===== config.mk =====
export PLATFORM = sky130hd
export DESIGN_NAME = mem_arbiter
export DESIGN_NICKNAME = d
export VERILOG_FILES = /design/src/rtl/mem_arbiter.sv
export SDC_FILE = /design/constraint.sdc
export NUM_CORES = 1
export LEC_CHECK = 0
export CAP_MARGIN = 40
export CORE_MARGIN = 10
export CORE_UTILIZATION = 30
export CTS_CLUSTER_DIAMETER = 30
export DETAILED_ROUTE_END_ITERATION = 10
export MAX_ROUTING_LAYER = met4
export PLACE_DENSITY_LB_ADDON = 0.3
export SLEW_MARGIN = 0
export SYNTH_ARGS = -nofsm -noshare
export SYNTH_HDL_FRONTEND = slang
export SYNTH_SLANG_ARGS = --single-unit

===== constraint.sdc =====
create_clock -name CpuClk -period 1.73 [get_ports CpuClk]
set_input_delay 0.346 -clock CpuClk [delete_from_list [all_inputs] [get_ports CpuClk]]
set_output_delay 0.346 -clock CpuClk [all_outputs]
set_load 0.01 [all_outputs]

===== src/rtl/mem_arbiter.sv =====
// mem_arbiter: shares one word-wide memory port between an ICache refill
// requester and a DCache refill/writeback requester. A winning requester
// owns the port for one whole cache line (LINE_WORDS beats, each beat
// completed by MemAck). The transfer ends with a one-cycle Done pulse.
//
// Ports
//   CpuClk, CpuRst      clock (rising edge), async active-high reset
//   IReq/IAddr          ICache refill request (level) and miss address
//   DReq/DWe/DAddr      DCache request, writeback(1)/refill(0), line address
//   DWdata              writeback word for the current WordIdx
//   IGnt/DGnt           current owner of the memory port
//   IDone/DDone         one-cycle completion pulse to the owner
//   RdValid/RdData      refill word returned this cycle
//   WordIdx             index of the word being transferred
//   MemReq/MemWe/MemAddr/MemWdata/MemRdata/MemAck  word memory port
//
// Optional feature: define MEM_ARB_ROUND_ROBIN_EN to resolve simultaneous
// requests in favour of the requester not served last. Without it, D
// always beats I.
module mem_arbiter #(
  parameter int LINE_WORDS = 4,
  parameter int WORD_BITS  = 32
) (
  input  logic                          CpuClk,
  input  logic                          CpuRst,
  input  logic                          IReq,
  input  logic [31:0]                   IAddr,
  input  logic                          DReq,
  input  logic                          DWe,
  input  logic [31:0]                   DAddr,
  input  logic [WORD_BITS-1:0]          DWdata,
  output logic                          IGnt,
  output logic                          DGnt,
  output logic                          IDone,
  output logic                          DDone,
  output logic                          RdValid,
  output logic [WORD_BITS-1:0]          RdData,
  output logic [$clog2(LINE_WORDS)-1:0] WordIdx,
  output logic                          MemReq,
  output logic                          MemWe,
  output logic [31:0]                   MemAddr,
  output logic [WORD_BITS-1:0]          MemWdata,
  input  logic [WORD_BITS-1:0]          MemRdata,
  input  logic                          MemAck
);

  localparam int IDX_W = $clog2(LINE_WORDS);
  // Byte-offset mask of one line: low IDX_W+2 address bits.
  localparam logic [31:0] LINE_MASK = 32'(LINE_WORDS * 4 - 1);

  typedef enum logic [1:0] {IDLE, XFER, DONE} state_t;

  state_t             state, state_nxt;
  logic               owner_d;   // 1: D owns the line, 0: I owns it
  logic               wr;        // latched DWe of a D owner
  logic [31:0]        base;
  logic [IDX_W-1:0]   word_idx;
  logic               grant;
  logic               win_d;
  logic [31:0]        line_addr;

`ifdef MEM_ARB_ROUND_ROBIN_EN
  logic pref_d;  // who wins the next tie; D after reset
  assign win_d = DReq & (~IReq | pref_d);
`else
  assign win_d = DReq;
`endif

  assign line_addr = (win_d ? DAddr : IAddr) & ~LINE_MASK;
  assign WordIdx   = word_idx;

  always_ff @(posedge CpuClk or posedge CpuRst) begin
    if (CpuRst) state <= IDLE;
    else        state <= state_nxt;
  end

  always_comb begin
    state_nxt = state;
    grant     = 1'b0;
    IGnt      = 1'b0;
    DGnt      = 1'b0;
    IDone     = 1'b0;
    DDone     = 1'b0;
    RdValid   = 1'b0;
    RdData    = '0;
    MemReq    = 1'b0;
    MemWe     = 1'b0;
    MemAddr   = '0;
    MemWdata  = '0;
    case (state)
      IDLE: begin
        if (IReq | DReq) begin
          grant     = 1'b1;
          state_nxt = XFER;
        end
      end
      XFER: begin
        IGnt     = ~owner_d;
        DGnt     = owner_d;
        MemReq   = 1'b1;
        MemWe    = owner_d & wr;
        MemAddr  = base + (32'(word_idx) << 2);
        MemWdata = DWdata;
        if (MemAck) begin
          // Refill data is forwarded in the same cycle it returns.
          RdValid = ~(owner_d & wr);
          RdData  = (owner_d & wr) ? '0 : MemRdata;
          if (&word_idx) state_nxt = DONE;
        end
      end
      DONE: begin
        IDone     = ~owner_d;
        DDone     = owner_d;
        state_nxt = IDLE;
      end
      default: state_nxt = IDLE;
    endcase
  end

  always_ff @(posedge CpuClk or posedge CpuRst) begin
    if (CpuRst) begin
      owner_d  <= 1'b0;
      wr       <= 1'b0;
      base     <= '0;
      word_idx <= '0;
`ifdef MEM_ARB_ROUND_ROBIN_EN
      pref_d   <= 1'b1;
`endif
    end else begin
      if (grant) begin
        owner_d  <= win_d;
        wr       <= win_d & DWe;
        base     <= line_addr;
        word_idx <= '0;
      end else if (state == XFER && MemAck) begin
        // Power-of-two line: the last beat wraps the index back to 0.
        word_idx <= word_idx + IDX_W'(1);
      end
`ifdef MEM_ARB_ROUND_ROBIN_EN
      if (state == DONE) pref_d <= ~owner_d;
`endif
    end
  end

endmodule


== After elaboration in Yosys (flattened, before gate mapping) ==
Index checks and enable logic that the tools add are counted.
W data, S select, Z words.

* Bits of input ports: 134
* Word-level logic and storage cells: 44
* Register bits after elaboration: 34
* Output and inout bits: 105

* Multiplexer cells: 22
* Bitwise logic cells: 5
* Reduce and logical (&&, ||, !) cells: 5
* Eq/ne operators: 5
* $add $sub $neg: 2

{| class="wikitable"
|+ Operators by type and width
! operator !! number
|-
| $mux W32 || 6
|-
| $add A32 B4 Y32 || 1
|-
| $mux W1 || 10
|-
| $mux W2 || 5
|-
| $ne A2 B2 Y1 const B || 3
|-
| $pmux W2 S2 || 1
|-
| $reduce_and A3 Y1 || 1
|-
| $add A2 B1 Y2 const B || 1
|-
| $and A1 B1 Y1 || 2
|-
| $eq A2 B1 Y1 const B || 1
|-
| $eq A2 B2 Y1 const B || 1
|-
| $logic_not A2 Y1 || 1
|-
| $not A1 Y1 || 2
|-
| $reduce_and A2 Y1 || 1
|-
| $reduce_bool A2 Y1 || 1
|-
| $logic_and A1 B1 Y1 || 1
|-
| $or A1 B1 Y1 || 1
|}

== Longest topological paths before layout ==
* Depth in word-level cells: 4
* Depth in mapped cells: 5
* Depth with buffers taken out: 4

== Least setup slack after synthesis ==
OpenSTA, ideal clock, no wires.

* Path type: register to output
* Start: register state[1]
* End: output RdData[10]
* Buffers on the path: 1
* Data required time: 1.384 ns
* Cell stages (with the launch flop): 5
* Arrival time: 1.151 ns
* Slack: 0.233 ns
* Cells stage by stage: dfrtp_1 > nand3b_1 > a21oi_2 > buf_2 > and2_1

* Word-level cells in the longest chain between the ends: 2

{| class="wikitable"
|+ RTL lines
! item !! line !! source
|-
| start: declaration || 53 || <nowiki>state_t state, state_nxt;</nowiki>
|-
| start signal: assignment || 74 || <nowiki>else state <= state_nxt;</nowiki>
|-
| $eq A2 B1 Y1 || 90 || <nowiki>case (state)</nowiki>
|-
| $mux W32 || 90 ||
|-
| end: declaration || 37 || <nowiki>output logic [WORD_BITS-1:0] RdData,</nowiki>
|}

Every way passes these cells.

== Worst setup path in the final report ==
* Start: register state[1]
* End: output MemWdata[2]

* Word-level cells in the longest chain between the ends: 2

{| class="wikitable"
|+ RTL lines
! item !! line !! source
|-
| $eq A2 B1 Y1 || 90 ||
|-
| $mux W32 || 90 ||
|-
| end: declaration || 42 || <nowiki>output logic [WORD_BITS-1:0] MemWdata,</nowiki>
|}

Every way passes these cells.

==> out/results.ini <==
[run_status]
status = finished, violations left
violations = negative setup slack

[synthesis]
synth_area_leaders = dfrtp_1 (36%), and2_1 (25%), mux2_2 (22%)
synth_area_leader_cell = dfrtp_1
ys_ff_latch = 34
ys_seq_area_share_pct = 35.5
yosys-top-cells-count = and2_1 (95), mux2_2 (47), dfrtp_1 (34)
yosys.area.top_type_share_pct = 35.5
async_flop_share_pct = 100
yosysWarnings = 0
syn_area_per_cell_um2 = 10.4
synthFlopType = dfrtp_1
netlist_area_um2 = 2400
yosysMostFrequentCell = and2_1
synth-edff-count = 0
syn_inst = 231
synth_cell_types = 29

[clock_network]
path_clk_slew_ns = 0.07
numCtsBuffers = 5
cts_hold_buf = 0
cts_tree = yes
ctsRootBufferMaster = clkbuf_8
clk_latency_ns = 0.28
cts.sinks = 34
clockBufferDepth = 2
cts_max_level = 2

[global_route]
grt_max_degree = 35
gr-usage-all-layers_pct = 19.3
grt_pass1_wl_mm = 17.1
first_global_vias = 2840
antenna_found_initial = 0
grt-ovfl-total = 0

[layout]
nets = 626
antenna_cells = 0
drive_above_1_share_pct = 51.1
syn_to_final_growth_pct = 121
final_area_um2 = 5300
nFillCells = 604
final-seq-area_um2 = 851
multiInputGateArea_um2 = 1570
finalCoreUtilization_pct = 68.2

[placed_design]
port_buffers = 228
place_congestion = 0.859
dp_hpwl_mm = 9.18
dpl_cell_area_um2 = 4910
place_ws_ns = -0.632

[routing]
wl_met1_mm = 4.60
via_per_inst = 4.47
wire_per_inst_um = 20.2
wl_met2_mm = 6.29
drt-pass1-iter-count = 4
remaining_drc_errors = 0
routed_wl_mm = 12.0
wl_met3_um = 963
postRouteAntennaNets = 0
drtIter0Drc = 86
top_layer_used = met4
vias = 2649

[min_path]
hp-class = primary input to asynchronous set/reset pin

[critical_path]
critical_path_required_ns = 1.38
cp_max_fo = 6
endpoint_kind = output pin
cp.arrival_ns = 1.55
cp-start-kind = flip-flop
critical_path_class = flip-flop to output pin

[floorplan]
die_height_um = 109
io_pins = 239
fp.dieArea_um2 = 12000
initial_core_util_pct = 30.8
die_w_um = 109
core_area_um2 = 7770
row_count = 32

[power_and_ir_drop]
ir_drop_v = 0.000684
power.density_nw_per_um2 = 1450
power.total_w = 0.00769
p_leak_nw = 2.49

[timing]
period_share_pct = 110
rsz0062_at_grt = true
clock_skew_ns = 0.00726
finalMaxSlewViolations = 0
postLayoutSetupSlackWorst_ns = -0.171
max_freq_mhz = 526
min_period_ns = 1.90
finalSetupViolations = 96
whs_ns = 0.465
final_hold_viol_count = 0

[flow_run]
max_cap_viol_count = 0

[logic make-up (layout without fill, tap and decap cells)]
family | Yosys count | count (layout) | synth area share [%]
compound gates | 7 | 7 | 2.14
xor+xnor | 1 | 1 | 0.366
fa+ha+maj | 1 | 1 | 0.522
buf+inv | 20 | 279 | 4.86
flops | 34 | 34 | 35.5
mux | 56 | 56 | 27.7
other cells | 1 | 2 | 0.157
simple gates | 111 | 111 | 28.7
[metrics by stage]
stage	TNS (ns)	cells
floorplan	0	232
global placement	-37.70	565
detailed placement	-37.50	565
CTS	-13.50	592
global route	-18.37	593
finish	-12.08	593
[final timing paths]
kind	from	endpoint	slack, ns	depth (start not counted)
setup / recovery	state[1]	MemWdata[2]	-0.17	5
hold / removal	CpuRst	base[23]	0.47	3
setup reg to reg	state[0]	base[7]	0.12	6
hold reg to reg	base[6]	base[6]	0.50	1
max in group asynchronous	CpuRst	wr	0.95	3
min in group CpuClk	base[6]	base[6]	0.50	1
[state kept, by name (all words and copies together), names as in the netlist]
| name | flops |
|---|---|
| owner_d | 1 |
| WordIdx | 2 |
| base | 28 |
| wr | 1 |
| state | 2 |
[layout by cell type, fill, tap and decap left out, drive strengths merged]
cell,count
dlygate4sd2,1
ha,1
nand2,5
nor2b,2
clkdlybuf4s50,126
buf,141
and3,2
nor4b,1
xor2,1
o21a,1
nor2,2
a32o,1
and3b,1
clkbuf,9
a22o,1
nor3b,1
dfrtp,34
and2,95
nand3b,1
conb,2
bufinv,1
a21oi,1
inv,1
and2b,1
o21ai,2
a31oi,1
mux2,56
[final cells by class]
| type | instances | share of cell area, % |
|---|---|---|
| clock inverters | 1 | 0.567 |
| repair buffers | 271 | 49.6 |
| clock buffers | 6 | 1.56 |
| well taps | 102 | 2.41 |
| flip-flops and latches | 34 | 16.1 |
| multi-input cells | 178 | 29.7 |
| inverters | 1 | 0.0709 |
[worst max-delay path: stages, from the launching register on]
cell and delay [ns]:
dfrtp_1 0.39, and2b_2 0.31, buf_6 0.17, buf_16 0.12, and2_1 0.13, buf_2 0.15
[layer usage]
| metal | track usage, % | vias to the layer above |
|---|---|---|
| met2 | 34.7 | 123 |
| li1 | - | 1271 |
| met1 | 20.7 | 1246 |
| met5 | - | - |
| met4 | 3.90 | 0 |
| met3 | 5.32 | 9 |
[power breakdown]
part	total (W)	switching (W)	leakage (nW)	internal, W
Clock	0.000738	0.000277	0.0573	0.000461
Combinational	0.00554	0.00213	2.03	0.00341
Sequential	0.00141	0.000220	0.403	0.00119
[timing repair]
item / CTS / global route
setup buffers: 12 / 2
pin swaps: 30 / 2
endpoints found under the hold margin: 0 / 0
setup endpoints to repair: 101 / 126
resized for setup: 505 / 26
gates cloned: 8 / 2
Power figures use the tool's default switching activity.
